## src/rtl/escalonador_display.sv

```systemverilog
// Time-multiplexed scan driver for a four-digit seven-segment display.
// Define ESCALONADOR_APAGAMENTO_EN to insert one blank tick slot between digits (anti-ghosting).
module escalonador_display #(
  parameter int ANODO_ATIVO_BAIXO = 1
) (
  input  logic        clk,
  input  logic        rst_n,
  input  logic        tick_multiplex,
  input  logic [15:0] valor,
  input  logic [3:0]  habilita,
  output logic [3:0]  anodo,
  output logic [6:0]  segmentos,
  output logic [1:0]  digito_ativo
);

  typedef enum logic [1:0] {OCIOSO, DIGITO, APAGADO} estado_t;

  localparam logic [3:0] ANODO_INATIVO = (ANODO_ATIVO_BAIXO != 0) ? 4'hF : 4'h0;
  localparam logic [6:0] SEG_APAGADO   = 7'h7F;

  estado_t     estado_q;
  logic        tick_q;
  logic [3:0]  anodo_q;
  logic [6:0]  segmentos_q;
  logic [1:0]  digito_q;
  logic [3:0]  valor_cap_q;

  logic        avanco;
  logic [1:0]  idx_prox_d;
  logic [3:0]  nib_d;

  // First enabled index in the order base+1, base+2, base+3, base (mod 4).
  function automatic logic [1:0] proximo(input logic [3:0] hab, input logic [1:0] base);
    logic [1:0] cand;
    proximo = base;
    for (int k = 3; k >= 0; k--) begin
      cand = base + 2'(k + 1);
      if (hab[cand]) proximo = cand;
    end
  endfunction

  function automatic logic [6:0] decodifica(input logic [3:0] v);
    case (v)
      4'h0: decodifica = 7'h40;
      4'h1: decodifica = 7'h79;
      4'h2: decodifica = 7'h24;
      4'h3: decodifica = 7'h30;
      4'h4: decodifica = 7'h19;
      4'h5: decodifica = 7'h12;
      4'h6: decodifica = 7'h02;
      4'h7: decodifica = 7'h78;
      4'h8: decodifica = 7'h00;
      4'h9: decodifica = 7'h10;
      4'hA: decodifica = 7'h08;
      4'hB: decodifica = 7'h03;
      4'hC: decodifica = 7'h46;
      4'hD: decodifica = 7'h21;
      4'hE: decodifica = 7'h06;
      default: decodifica = 7'h0E;
    endcase
  endfunction

  function automatic logic [3:0] anodo_ativo(input logic [1:0] idx);
    logic [3:0] oh;
    oh = 4'b0001 << idx;
    anodo_ativo = (ANODO_ATIVO_BAIXO != 0) ? ~oh : oh;
  endfunction

  assign avanco = tick_multiplex & ~tick_q;

  // From idle the search starts at index 0, which is "after" index 3.
  always_comb begin
    idx_prox_d = proximo(habilita, (estado_q == OCIOSO) ? 2'd3 : digito_q);
    nib_d      = valor[{idx_prox_d, 2'b00} +: 4];
  end

  // NOTE: all state uses non-blocking assignments so every register samples the
  // pre-edge values; the async reset branch blanks the display without a clock.
  always_ff @(posedge clk or negedge rst_n) begin
    if (!rst_n) begin
      estado_q    <= OCIOSO;
      tick_q      <= 1'b0;
      anodo_q     <= ANODO_INATIVO;
      segmentos_q <= SEG_APAGADO;
      digito_q    <= 2'd0;
      valor_cap_q <= 4'd0;
    end else begin
      tick_q <= tick_multiplex;
      if (avanco) begin
        if (habilita == 4'd0) begin
          estado_q    <= OCIOSO;
          anodo_q     <= ANODO_INATIVO;
          segmentos_q <= SEG_APAGADO;
          digito_q    <= 2'd0;
        end else if (estado_q == DIGITO) begin
`ifdef ESCALONADOR_APAGAMENTO_EN
          estado_q    <= APAGADO;
          anodo_q     <= ANODO_INATIVO;
          segmentos_q <= SEG_APAGADO;
`else
          estado_q    <= DIGITO;
          digito_q    <= idx_prox_d;
          anodo_q     <= anodo_ativo(idx_prox_d);
          valor_cap_q <= nib_d;
          segmentos_q <= decodifica(nib_d);
`endif
        end else begin
          estado_q    <= DIGITO;
          digito_q    <= idx_prox_d;
          anodo_q     <= anodo_ativo(idx_prox_d);
          valor_cap_q <= nib_d;
          segmentos_q <= decodifica(nib_d);
        end
      end else if (estado_q == DIGITO) begin
        // Glyph is held from the nibble captured at slot entry, never from live valor.
        segmentos_q <= decodifica(valor_cap_q);
      end
    end
  end

  assign anodo        = anodo_q;
  assign segmentos    = segmentos_q;
  assign digito_ativo = digito_q;

endmodule

```

## config.mk

```make
export PLATFORM = sky130hd
export DESIGN_NAME = escalonador_display
export DESIGN_NICKNAME = d
export VERILOG_FILES = /design/src/rtl/escalonador_display.sv
export SDC_FILE = /design/constraint.sdc
export NUM_CORES = 1
export LEC_CHECK = 0
export BUFFER_PORTS_ARGS = -buffer_cell sky130_fd_sc_hd__buf_2
export CAP_MARGIN = 20
export CELL_PAD_IN_SITES_DETAIL_PLACEMENT = 1
export CELL_PAD_IN_SITES_GLOBAL_PLACEMENT = 2
export CORE_ASPECT_RATIO = 0.5
export CORE_MARGIN = 2
export CORE_UTILIZATION = 33
export DETAILED_ROUTE_END_ITERATION = 12
export GPL_TIMING_DRIVEN = 1
export PLACE_DENSITY_LB_ADDON = 0.1
export SETUP_SLACK_MARGIN = 0.05
export SLEW_MARGIN = 15
export SYNTH_ARGS = -nofsm -noshare
export SYNTH_HDL_FRONTEND = slang
export SYNTH_SLANG_ARGS = --single-unit
```

## constraint.sdc

```tcl
create_clock -name clk -period 4 [get_ports clk]
set_clock_uncertainty 0.1 [all_clocks]
set_input_delay 0.4 -clock clk [delete_from_list [all_inputs] [get_ports clk]]
set_output_delay 0.4 -clock clk [all_outputs]
set_load 0.01 [all_outputs]
```

==> flow_summary_export.csv <==
group,metric,value,unit
grt,grt_overflow,0,
place,gp_congestion,0.887,
die,core.rowCount,19,
critical_path,startpoint,"digito_ativo[0]$_DFFE_PN0P_",
critical_path,cp.required,4.05,ns
layout,drive_gt1_frac,0.294,
timing,worst_slew_pin_slew,0.650,ns
critical_path,cp-endpoint,"segmentos[6]$_DFFE_PN1P_",
power,ir_drop,0.194,mV
layout,multi_input_area,0.00126,mm2
timing,holdWs,-0.00409,ns
power,powerDensity,558,mW/mm2
synth,ys_warn_count,0,
place,place_ws,0.656,ns
grt,antenna_found_initial,0,
run_status,status,"complete, but fails checks",
power,leakage,0.000954,uW
min_path,hold_class,"primary input to async pin",
timing,drv_slew,0,
layout,fillers,671,
die,io_pins,36,
timing,setup_viol,0,
drt,drt-total-wl,5520,um
grt,grt_pass1_vias,1728,
critical_path,r2r-start,"digito_ativo[0]$_DFFE_PN0P_",
cts,clockBufferDepth,2,
synth,synth_edf_count,0,
cts,cts_tree,"done",
grt,grt_max_degree,20,
cts,ctsHoldBuffers,0,
grt,grt_pass1_wl,8930,um
die,die_h,57.2,um
synth,async_flop_share,1.00,
cts,cts_resized,0,
critical_path,worst_setup_path_end_kind,"register",
die,core-area,0.00547,mm2
layout,regArea,489,um2
drt,dr.pass1.iters,4,
layout,diodes,0,
synth,synth-seq-cells,19,
synth,synth_cells,210,
die,initial_core_util,0.341,
timing,fin_crit,3.37,ns
cts,cts_root_buffer,"clkbuf_16",
place,dp.cells,307,
cts,cts_buffers,3,
synth,synthesis.nets,246,
place,hpwl,4240,um
die,die_w,110,um
timing,finalCritPeriodShare,0.843,
critical_path,rr_endpoint,"segmentos[6]$_DFFE_PN1P_",
run,drv_cap,0,
place,io_buffers,35,
critical_path,critPathLaunchType,"register",
critical_path,critPathKind,"register to register",
timing,rsz0062_at_grt,"no",
cts,clock_latency,0.25,ns
synth,synth_cell_types,58,
cts,clock-sinks,19,
timing,hold_violations,4,
synth,syn_avg_cell_area,8.88,um2
cts,cts.clk_slew.worst_paths,0.06,ns
cts,htreeDepth,1,
timing,setup_tns,0,ns
critical_path,crit_arrival,3.42,ns
layout,fin_cells,311,
drt,wire_per_inst,17.8,um
grt,track_usage,0.184,
timing,layout_setup_ws,0.627,ns
run_status,violations,"negative hold slack",
drt,drt_first_iter_violations,79,
synth,netlist_area,0.00186,mm2
critical_path,r2r_slack,0.63,ns
cts,cts_setup_buffers,0,
synth,ys.flop_type,"dfstp_2",
drt,vias,1653,
timing,max_slew_margin,0.566,
layout,final_net_count,275,
drt,vias_per_cell,5.32,
layout,syn2layout_area_growth,15.5,%
critical_path,critPathMaxFanout,8,
die,die_area,0.00630,mm2
timing,clock.fmax,0.297,GHz
synth,seq_area_frac_synth,0.262,
place,dpl-instance-area,0.00207,mm2
layout,fin_util,0.394,
layout,final_area,0.00215,mm2
drt,drc,0,
critical_path,ff2ff_path_depth,11,
drt,antenna_left,0,
-- worst max-delay path, stage by stage, from the launching register on --
cell and delay (ns):
dfrtp_1 0.46, nor2b_1 0.47, a22oi_2 0.17, a21oi_4 0.32
nor2_8 0.10, mux2i_1 0.25, a22o_1 0.37, inv_1 0.13
ha_1 0.25, mux2_1 0.32, a221oi_1 0.26, a21oi_1 0.07
-- metrics by stage --
stage	power (uW)	hold slack, ns
5_1_grt	1300	0.0243
3_3_place_gp	986	0.271
3_5_place_dp	995	0.282
6_report	1200	-0.00409
2_1_floorplan	808	0.00441
4_1_cts	1210	0.00752
-- layout by cell type, fill, tap and decap left out, types with 7 or more instances in the layout --
master	n
mux2i_1	11
nand2_1	27
nor2_1	11
buf_2	35
dfstp_2	11
ha_1	13
nand2b_1	7
o21ai_0	14
inv_1	9
dfrtp_1	8
a21oi_1	10
-- power breakdown --
part | internal, uW | switching (uW) | leakage, uW | total [uW]
sequential | 276 | 64.0 | 0.000213 | 340
combinational | 274 | 377 | 0.000700 | 651
clock | 134 | 75.9 | 0.0000409 | 210
total | 684 | 517 | 0.000954 | 1200
-- metal layers --
metal | global-route usage | part of all wire | up-vias
met5 | 0 | 0 | -
met4 | 0.0250 | 0.0045 | 0
met3 | 0.0240 | 0.021 | 4
met2 | 0.298 | 0.44 | 21
met1 | 0.270 | 0.54 | 803
li1 | - | - | 825
-- kinds of logic after synthesis --
family | count (synthesis) | synth area share
AND/OR/NAND/NOR | 67 | 0.187
AO/OA/AOI/OAI | 66 | 0.271
buffers and inverters | 24 | 0.0611
flip-flops | 19 | 0.262
multiplexers | 16 | 0.107
adder cells (fa/ha/maj) | 13 | 0.0873
XOR/XNOR | 5 | 0.0235
-- flip-flops by register name (all words and copies together) (netlist names) --
register      cells
anodo             4
digito_ativo      2
estado_q          1
segmentos         7
tick_q            1
valor_cap_q       4
-- how the worst min path moves through the flow --
stage	startpoint	to
final	rst_n	digito_ativo[0]$_DFFE_PN0P_
after floorplan	rst_n	digito_ativo[0]$_DFFE_PN0P_
after CTS	rst_n	digito_ativo[0]$_DFFE_PN0P_
after global placement	rst_n	digito_ativo[1]$_DFFE_PN0P_
after global routing	rst_n	digito_ativo[0]$_DFFE_PN0P_
after detailed placement	rst_n	digito_ativo[0]$_DFFE_PN0P_
-- layout make-up --
type / count / area share
Multi-Input combinational cell: 167 / 0.586
Sequential cell: 19 / 0.227
Timing Repair Buffer: 37 / 0.0883
Tap cell: 73 / 0.0424
Clock buffer: 3 / 0.0349
Inverter: 11 / 0.0192
Clock inverter: 1 / 0.00232
-- cells in the mapped netlist, types with 3 or more instances --
library cell  count  area, um2
a21oi_1          10       50.1
mux2i_1          11        110
a2bb2oi_1         3       26.3
a22o_1            4       35.0
nor3_1            4       20.0
dfrtp_1           8        200
ha_1             13        163
xor2_1            3       26.3
o311ai_0          3       26.3
o21ai_0          14       70.1
nor2_1           11       41.3
dfstp_2          11        289
mux4_2            3       67.6
clkbuf_1          6       22.5
nand2b_1          7       43.8
inv_1             9       33.8
o21ai_1           3       15.0
nor2b_1           4       25.0
nand2_1          27        101
o211ai_1          4       30.0
buf_2             4       20.0
No activity file was read; power rests on OpenSTA's default activity.
